File: config.mk
export PLATFORM = sky130hd
export DESIGN_NAME = hazard_scoreboard
export DESIGN_NICKNAME = d
export VERILOG_FILES = /design/src/rtl/hazard_scoreboard.sv
export SDC_FILE = /design/constraint.sdc
export NUM_CORES = 1
export LEC_CHECK = 0
export ABC_AREA = 0
export CORE_ASPECT_RATIO = 0.75
export CORE_MARGIN = 4
export CORE_UTILIZATION = 51
export CTS_CLUSTER_SIZE = 16
export DETAILED_ROUTE_END_ITERATION = 10
export HOLD_SLACK_MARGIN = 0.06
export PLACE_DENSITY_LB_ADDON = 0.12
export SETUP_SLACK_MARGIN = 0.05
export SLEW_MARGIN = 10
export SYNTH_ARGS = -nofsm -noshare
export SYNTH_HDL_FRONTEND = slang
export SYNTH_SLANG_ARGS = --single-unit
File: constraint.sdc
create_clock -name clk -period 4.7 [get_ports clk]
set_clock_uncertainty 0.2 [all_clocks]
set_input_delay 0.94 -clock clk [delete_from_list [all_inputs] [get_ports clk]]
set_output_delay 0.94 -clock clk [all_outputs]
set_load 0.01 [all_outputs]
File: src/rtl/hazard_scoreboard.sv
// Decode-stage load-use interlock and forwarding select for an in-order pipeline.
// stall/issue are combinational from decode inputs; fwd_a/fwd_b/ex_valid are registered into EX.
module hazard_scoreboard #(
  parameter int NREGS      = 32,
  parameter int PIPE_DEPTH = 2,
  parameter int LOAD_LAT   = 2,
  parameter int CNT_W      = 16,
  parameter int RW         = $clog2(NREGS),
  parameter int FW         = $clog2(PIPE_DEPTH + 2)
) (
  input  logic             clk,
  input  logic             reset,
  input  logic             id_valid,
  input  logic [RW-1:0]    id_ra,
  input  logic [RW-1:0]    id_rb,
  input  logic             id_use_ra,
  input  logic             id_use_rb,
  input  logic             id_wr_en,
  input  logic [RW-1:0]    id_wr_dst,
  input  logic             id_is_load,
  input  logic             flush,
  output logic             stall,
  output logic             issue,
  output logic [FW-1:0]    fwd_a,
  output logic [FW-1:0]    fwd_b,
  output logic             ex_valid,
  output logic [CNT_W-1:0] stall_cnt
);

  typedef struct packed {
    logic          vld;
    logic [RW-1:0] dst;
    logic          is_load;
  } slot_t;

  typedef struct packed {
    logic          haz;
    logic [FW-1:0] sel;
  } look_t;

  slot_t            ex_slot_q, ex_slot_d;
  slot_t            post_q [PIPE_DEPTH];
  slot_t            post_d [PIPE_DEPTH];
  slot_t            win    [PIPE_DEPTH];
  logic [FW-1:0]    fwd_a_q, fwd_a_d;
  logic [FW-1:0]    fwd_b_q, fwd_b_d;
  logic             ex_valid_q, ex_valid_d;
  logic [CNT_W-1:0] stall_cnt_q, stall_cnt_d;
  look_t            look_a, look_b;

  // Scan oldest to youngest so the youngest matching writer overrides older ones.
  function automatic look_t lookup(input logic use_r, input logic [RW-1:0] r,
                                   input slot_t w [PIPE_DEPTH]);
    look_t res;
    res = '0;
    if (use_r && (r != '0)) begin
      for (int p = PIPE_DEPTH - 1; p >= 0; p--) begin
        if (w[p].vld && (w[p].dst == r)) begin
          res.sel = FW'(p + 1);
          res.haz = w[p].is_load && (p < LOAD_LAT - 1);
        end
      end
    end
    return res;
  endfunction

  // win[p] is the writer that will sit in post-EX stage p when the decode op reaches EX.
  always_comb begin
    win[0] = ex_slot_q;
    for (int p = 1; p < PIPE_DEPTH; p++) begin
      win[p] = post_q[p-1];
    end
  end

  always_comb begin
    look_a = lookup(id_use_ra, id_ra, win);
    look_b = lookup(id_use_rb, id_rb, win);
    stall  = id_valid && !flush && (look_a.haz || look_b.haz);
    issue  = id_valid && !flush && !stall;
  end

  always_comb begin
    ex_slot_d = '0;
    if (issue) begin
      ex_slot_d.vld     = id_wr_en && (id_wr_dst != '0);
      ex_slot_d.dst     = id_wr_dst;
      ex_slot_d.is_load = id_is_load;
    end

    post_d[0] = ex_slot_q;
    for (int k = 1; k < PIPE_DEPTH; k++) begin
      post_d[k] = post_q[k-1];
    end

    fwd_a_d    = issue ? look_a.sel : '0;
    fwd_b_d    = issue ? look_b.sel : '0;
    ex_valid_d = issue;

    stall_cnt_d = stall_cnt_q;
    if (stall && (stall_cnt_q != '1)) begin
      stall_cnt_d = stall_cnt_q + CNT_W'(1);
    end
  end

  always_ff @(posedge clk or negedge reset) begin
    if (!reset) begin
      ex_slot_q   <= '0;
      for (int k = 0; k < PIPE_DEPTH; k++) begin
        post_q[k] <= '0;
      end
      fwd_a_q     <= '0;
      fwd_b_q     <= '0;
      ex_valid_q  <= 1'b0;
      stall_cnt_q <= '0;
    end else begin
      ex_slot_q   <= ex_slot_d;
      for (int k = 0; k < PIPE_DEPTH; k++) begin
        post_q[k] <= post_d[k];
      end
      fwd_a_q     <= fwd_a_d;
      fwd_b_q     <= fwd_b_d;
      ex_valid_q  <= ex_valid_d;
      stall_cnt_q <= stall_cnt_d;
    end
  end

  assign fwd_a     = fwd_a_q;
  assign fwd_b     = fwd_b_q;
  assign ex_valid  = ex_valid_q;
  assign stall_cnt = stall_cnt_q;

  a_stall_issue_excl: assert property (@(posedge clk) disable iff (!reset) !(stall && issue));
  a_cnt_no_wrap: assert property (@(posedge clk) disable iff (!reset)
                                  (stall_cnt_q == '1) |=> (stall_cnt_q == '1));

endmodule

### After elaboration in Yosys (flattened, before gate mapping)

Cells that the tools add are included.

| word-level totals | value |
|---|---|
| word-level logic and storage cells | 41 |
| flip-flop bits (word level) | 34 |

| cells by class | value |
|---|---|
| reductions and logical operators | 17 |
| equal/unequal tests | 5 |
| multiplexer cells | 9 |
| $add $sub $neg | 1 |

Operators by type and width:

| cell | number |
|---|---|
| $eq 5x5->1 | 4 |
| $add 16x1->16 const B | 1 |
| $ne 16x16->1 const B | 1 |
| $reduce_bool 5->1 | 3 |
| $mux 3 | 4 |
| $logic_and 1x1->1 | 11 |
| $mux 2 | 4 |
| $mux 7 | 1 |
| $logic_not 1->1 | 2 |
| $logic_or 1x1->1 | 1 |

### Depth between registers and ports, before layout

Gate-level depths: netlist of the first run.

| logic depth | value |
|---|---|
| word-level depth | 10 |
| mapped depth | 7 |
| gate-level depth less buffers | 6 |

### Least setup slack after synthesis of the first run

OpenSTA, ideal clock, no wires.

| path | value |
|---|---|
| path kind | input to output |
| start point | input port id_ra[1] |
| end point | output port issue |
| arrival time | 2.337 ns |
| data required time | 3.560 ns |
| cell stages on the path | 6 |
| setup slack | 1.223 ns |
| path through | or4_4 o21ai_2 and4b_1 or2_4 a21oi_2 buf_6 |

| on the way | value |
|---|---|
| longest elaborated chain between the ends | 8 |
| elaborated cells on any way between the ends | 10 |

Ends and longest elaborated chain:

| item | RTL line | RTL |
|---|---|---|
| from (decl) | 14 | `input logic [RW-1:0] id_ra,` |
| $eq 5x5->1 | 58 | `if (w[p].vld && (w[p].dst == r)) begin` |
| $logic_and 1x1->1 | 58 |  |
| $mux 3 | 58 |  |
| $mux 3 (*) | 56 | `if (use_r && (r != '0)) begin` |
| $logic_or 1x1->1 (*) | 78 | `stall = id_valid && !flush && (look_a.haz \|\| look_b.haz);` |
| $logic_and 1x1->1 (*) | 78 |  |
| $logic_not 1->1 (*) | 79 | `issue = id_valid && !flush && !stall;` |
| $logic_and 1x1->1 (*) | 79 |  |
| to (decl) | 23 | `output logic issue,` |

Mark *: on every way between the ends. The rest lies on a longest branch, timed or not.

### Worst setup path in the final report of the first run

| path | value |
|---|---|
| start point | input port id_rb[1] |
| end point | output port issue |

| on the way | value |
|---|---|
| longest elaborated chain between the ends | 8 |
| elaborated cells on any way between the ends | 10 |

Ends and longest elaborated chain:

| item | RTL line | RTL |
|---|---|---|
| from (decl) | 15 | `input logic [RW-1:0] id_rb,` |
| $eq 5x5->1 | 58 |  |
| $logic_and 1x1->1 | 58 |  |
| $mux 3 | 58 |  |
| $mux 3 (*) | 56 |  |
| $logic_or 1x1->1 (*) | 78 |  |
| $logic_and 1x1->1 (*) | 78 |  |
| $logic_not 1->1 (*) | 79 |  |
| $logic_and 1x1->1 (*) | 79 |  |

Marks and branches as above.

==> results of run 1 <==
sequential cells by signal (all words and copies together) (netlist names):
signal and cells:
ex_slot_q 7, ex_valid 1, fwd_a 2, fwd_b 2
post_d 6, stall_cnt 16
stage by stage:
step / instance area (um^2) / power (mW) / hold slack, ns
3_5_place_dp: 2142 / 0.3635 / 0.2296
5_1_grt: 2233 / 0.5964 / 0.2720
6_report: 2233 / 0.5763 / 0.2322
3_3_place_gp: 2142 / 0.3607 / 0.2228
4_1_cts: 2233 / 0.5776 / 0.2383
2_1_floorplan: 1638 / 0.3274 / 0.1873
where the power goes:
group,internal (mW),total [mW],switching [mW]
combinational,0.0310,0.0545,0.0236
clock,0.118,0.219,0.101
sequential,0.297,0.303,0.00547
total,0.446,0.576,0.130
placed cells by master, fill, tap and decap left out, types with 2 or more instances in the layout:
cell type        instances
and2_2                   8
nand3_1                 13
nor4_1                   5
nor3_1                   2
xor2_1                  13
and4_1                   3
inv_1                    2
o21ai_2                  2
nand2_1                  7
buf_4                    3
clkbuf_8                 6
dfrtp_1                 34
clkdlybuf4s50_1         45
and3_1                   6
mux2_2                   2
xnor2_1                 20
nand4_1                  4
or3_1                    2
cell families after synthesis:
logic type                 after synthesis  synth area share, %
adders and majority gates                1               0.7638
and+or+nand+nor                         58                23.07
buffers and inverters                    4                1.451
xor gates and xnor gates                33                17.65
muxes                                    2                1.375
DFF                                     34                51.95
AOI/OAI and AO/OA                        7                3.743
worst max path at each step:
stage,to,start,slack (ns),depth (start not counted)
floorplan,issue,id_ra[1],1.22,6
finish,issue,id_rb[1],0.14,7
CTS,issue,id_rb[1],0.16,7
global placement,issue,id_ra[1],0.23,7
global route,issue,id_rb[1],0.09,7
detailed placement,issue,id_rb[1],0.17,7
layout make-up:
class	instances	area share [%]
clock buffer	7	3.866
sequential	34	38.10
multi-input combinational	101	34.17
inverter	2	0.3361
tap	38	2.129
clock inverter	1	0.2241
timing repair buffer	48	21.18
layer usage:
metal / up-vias / global-route usage, %
met5: - / 0
met4: 0 / 5.168
met3: 10 / 5.458
met2: 62 / 30.06
met1: 612 / 25.37
li1: 599 / -
==> results.toml, run 1 <==
[routing]
vias_per_cell = 5.554
drt_pre_antenna_iters = 4
wl_met2_um = 1661
routed.top_layer = "met4"
wl_per_cell_um = 15.94
detail_route.wirelength_um = 3682
drt_drc_violations_left = 0
via_count = 1283
wl_met1_um = 1628
met3WireLength_um = 326
drtIter0Drc = 105
number_of_antenna_violating_nets_in_the_routed_design = 0

[die]
io-pin-count = 46
core_um2 = 2999
rows = 17
initial_core_util_pct = 54.61
height_of_the_die_um = 57.08
fp.dieW_um = 73.44
die_area_um2 = 4191

[critical_path]
critPathSlowestCell = "or4_1"
worstPathRequired_ns = 3.56
crit_chain = "clkdlybuf4s50_1 > or4_1 > o21ai_2 > nor4_1 > or2_4 > a21oi_2 > clkdlybuf4s50_1"
crit_path_max_fanout = 5
crit_path_start_kind = "input port"
worstReg2RegEnd = "stall_cnt[1]$_DFFE_PN0P_"
cp_common_cell = "clkdlybuf4s50_1"
cp_class = "in -> out"
worst_r2r_path_depth = 6
critical-path-top-delay-family = "buffers and inverters"
r2r_start = "ex_slot_q[4]$_DFF_PN0_"
critPathArrivalTime_ns = 3.42
path_buf_inv = 2
cpPeakStageDelay_ns = 0.60
timing.reg2reg.setup_slack_ns = 2.23
cp-end-kind = "output pin"

[final_layout]
register_area_um2 = 850.8
layout_stage_area_growth_over_the_synthesis_result_pct = 36.36
finalNetCount = 216
inserted_diodes = 0
multi_input_area_um2 = 763.2
layout_cell_share_with_drive_strength_beyond_1_pct = 14.51
final_util_pct = 74.47
layout.filler_cells = 196
layout.cells.non_filler = 231

[clock_network]
post_cts_resize_count = 0
clk_root_buffer_cell = "clkbuf_8"
worstSkewPairLatency_ns = 0.28
tritoncts = "done"
cts-root-to-sink-buffers = 2
clk_pin_slew_worst_paths_ns = 0.07
tritoncts_num_sinks = 34
buffers_inserted_by_post_cts_timing_repair = 0
ctsHoldBuffers = 0
cts_inserted_buffers = 5
cts-htree-levels = 2

[logic_synthesis]
netlist_top_cells_area = "dfrtp_1 52%, xnor2_1 11%, xor2_1 7.0%"
netlist.area_leader.share_pct = 51.95
cell_area_after_technology_mapping_um2 = 1638
yosys_register_bits = 34
synth_enable_flop_cells = 0
synth_ff_type = "dfrtp_1"
synth.net_count = 163
yosysSeqAreaShare_pct = 51.95
syn_avg_cell_area_um2 = 11.78
count_of_cell_types_in_the_netlist = 31
asyncSetResetFlopFracSynth_pct = 100.0
synth_common_cells = "34 x dfrtp_1, 20 x xnor2_1, 13 x nand3_1, 13 x xor2_1, 8 x and2_2"
synth_largest_area_cell = "dfrtp_1"
syn-instance-count = 139
ys_warn_count = 0
yosys.cell_count.top_type = "dfrtp_1"

[global_routing]
grt_antenna_before_repair = 0
vias_in_the_first_global_route = 1296
grt_remaining_overflow = 0
global_route.usage.total_pct = 18.91
grt_pass1_wl_um = 6058
grt_start_max_net_pins = 35

[timing]
setup_viol_count_final = 0
maxSlewHeadroom_pct = 70.03
period_share_pct = 97.06
unrepaired_setup_endpoints_after_global_routing = "no"
setup_slack_ns = 0.1382
report.final.hold_viol_count = 0
finalMaxSlewViolations = 0
worst_pin_slew_ns = 0.4496
final_period_minus_worst_setup_slack_ns = 4.562
setup-tns-final_ns = 0
fmax_ghz = 0.2192

[place]
hpwl_um = 2936
port_buffers = 45
place.detailed.instances = 223
place.gp.congestion = 0.8087
dp_slack_ns = 0.1720

[run_status]
status = "finished clean"

[min_path]
worst_hold_path_type = "reg -> reg"
hold_start = "ex_slot_q[6]$_DFF_PN0_"
hold-path-cell-count = 0
hold_end = "post_d[6]$_DFF_PN0_"

[power]
p_leak_nw = 0.9688
power_density_nw_per_um2 = 258.1
vdd_ir_drop_max_mv = 0.2310

[flow_run]
cap_viol_max_count = 0
Note: power is estimated with default switching activity, not from simulation.
==> inputs of run 2 (changes only) <==
--- a/config.mk
+++ b/config.mk
@@ -13,2 +13,3 @@
 export DETAILED_ROUTE_END_ITERATION = 10
+export GPL_ROUTABILITY_DRIVEN = 0
 export HOLD_SLACK_MARGIN = 0.06
--- a/constraint.sdc
+++ b/constraint.sdc
@@ -4,2 +4,2 @@
 set_output_delay 0.94 -clock clk [all_outputs]
-set_load 0.01 [all_outputs]
+set_load 0.1 [all_outputs]
==> run 2 against run 1 <==
- core utilization is 1.1 points higher
- clock-buffer cell count is 1 lower
- register-to-register slack worse by 0.19 ns
- power is 11% higher
- worst setup slack better by 0.30 ns
- cell area is 1.5% higher
- highest routed layer unchanged
- maximum frequency is 6.9% higher
==> results.toml, run 2 (synthesis results as in run 1) <==
[routing]
number_of_antenna_violating_nets_in_the_routed_design = 0
via_count = 1330
wl_per_cell_um = 17.91
vias_per_cell = 5.808
drt_drc_violations_left = 0
detail_route.wirelength_um = 4102
drtIter0Drc = 135
drt_pre_antenna_iters = 4

[timing]
unrepaired_setup_endpoints_after_global_routing = "no"
setup-tns-final_ns = 0
final_period_minus_worst_setup_slack_ns = 4.266
maxSlewHeadroom_pct = 34.43
holdWs_ns = 0.2452
fmax_ghz = 0.2344
period_share_pct = 90.78
setup_viol_count_final = 0
report.final.hold_viol_count = 0
finalMaxSlewViolations = 0
worst_pin_slew_ns = 0.9805

[power]
p_clk_share_pct = 42.5
share_comb_of_total_power_pct = 9.9
p_leak_nw = 0.9822
net-switching-power_uw = 139.0
vdd_ir_drop_max_mv = 0.2026
power_uw = 637.8
power.internal_uw = 498.8
power.share.switching_pct = 21.80
power_density_nw_per_um2 = 281.3
sequentialPowerShare_pct = 47.5

[critical_path]
timing.reg2reg.setup_slack_ns = 2.04
r2r_start = "ex_slot_q[3]$_DFF_PN0_"
critPathArrivalTime_ns = 3.13
crit_path_max_fanout = 5
crit_chain = "clkdlybuf4s50_1 > or4_4 > o21ai_2 > and4b_1 > or2_4 > a21oi_2 > buf_12"
cpPeakStageDelay_ns = 0.56
crit_path_start_kind = "input port"
cp-end-kind = "output pin"
worstReg2RegEnd = "stall_cnt[1]$_DFFE_PN0P_"
worst_r2r_path_depth = 5
critPathSlowestCell = "or4_4"
worstPathRequired_ns = 3.56
cp_class = "in -> out"

[die]
initial_core_util_pct = 54.61
rows = 17
core_um2 = 2999
height_of_the_die_um = 57.08
io-pin-count = 46
fp.dieW_um = 73.44
die_area_um2 = 4191

[clock_network]
ctsHoldBuffers = 0
post_cts_resize_count = 0
cts-root-to-sink-buffers = 2
tritoncts_num_sinks = 34
cts_inserted_buffers = 5
cts-htree-levels = 2
worstSkewPairLatency_ns = 0.29
tritoncts = "done"
buffers_inserted_by_post_cts_timing_repair = 0
clk_pin_slew_worst_paths_ns = 0.07
clk_root_buffer_cell = "clkbuf_8"

[global_routing]
grt_antenna_before_repair = 0
grt_pass1_wl_um = 6548
global_route.usage.total_pct = 20.96
vias_in_the_first_global_route = 1359
grt_start_max_net_pins = 35
grt_remaining_overflow = 0

[flow_run]
cap_viol_max_count = 0

[place]
placed_cell_area_um2 = 2155
hpwl_um = 2964
port_buffers = 45

[min_path]
hold_end = "post_d[6]$_DFF_PN0_"
worst_hold_path_type = "reg -> reg"
hold_start = "ex_slot_q[6]$_DFF_PN0_"
hold-path-cell-count = 0

[final_layout]
layout_cell_share_with_drive_strength_beyond_1_pct = 15.18
largest_register_ff_count = 16
layout.cell_area.non_filler_um2 = 2267
register_area_um2 = 850.8
multi_input_area_um2 = 763.2
inserted_diodes = 0
mostFrequentLayoutCell = "clkdlybuf4s50_1"
layout.cells.most_common_list = "43 x clkdlybuf4s50_1, 34 x dfrtp_1, 20 x xnor2_1"
layout_stage_area_growth_over_the_synthesis_result_pct = 38.43
layout.filler_cells = 190
finalNetCount = 215

[run_status]
status = "finished clean"
-- run 2: changes by cell type in the layout (fill, tap and decap cells not counted), sizes merged --
cell and delta:
buf +1, clkdlybuf4s50 -2, clkbuf -1, bufinv +1
clkinv -1
-- run 2: metrics by stage --
stage / instances / util, % / setup slack [ns]
detailed placement: 222 / 71.84 / 0.4609
CTS: 229 / 75.59 / 0.4383
global route: 229 / 75.59 / 0.3447
finish: 229 / 75.59 / 0.4335
floorplan: 139 / - / 1.101
global placement: 222 / 71.84 / 0.5312
-- run 2: cell type report --
cell class                      count  share of cell area (%)
Clock inverter                      1                   1.325
Inverter                            2                  0.3311
Multi-Input combinational cell    101                   33.66
Clock buffer                        6                   3.642
Sequential cell                    34                   37.53
Tap cell                           38                   2.097
Timing Repair Buffer               47                   21.41
-- run 2: power groups by stage --
stage	clock [mW]	combinational, mW	sequential [mW]
final	0.271	0.0634	0.303
after global routing	0.287	0.0682	0.303
after CTS	0.273	0.0640	0.303
after detailed placement	0	0.0635	0.308
after global placement	0	0.0609	0.308
after floorplan	0	0.0238	0.311
-- run 2: how the worst max path moves through the flow --
stage	startpoint	to	slack, ns	cells past startpoint
6_report	id_ra[1]	issue	0.43	7
5_1_grt	id_ra[1]	issue	0.34	7
4_1_cts	id_ra[1]	issue	0.44	7
3_5_place_dp	id_ra[1]	issue	0.46	7
3_3_place_gp	id_ra[1]	issue	0.53	7
2_1_floorplan	id_ra[1]	issue	1.10	6
-- run 2: worst max-delay path: cells and delay by family --
family	cells	cell delay (ns)
AND/OR/NAND/NOR	3	1.08
buffers and inverters	2	0.68
AO/OA/AOI/OAI	2	0.42
-- run 2: per-layer routing --
layer | global-route usage (%) | wire (um)
met5 | 0 | 0
met4 | 8.269 | 121
met3 | 5.810 | 419
met1 | 26.70 | 1692
met2 | 33.89 | 1868
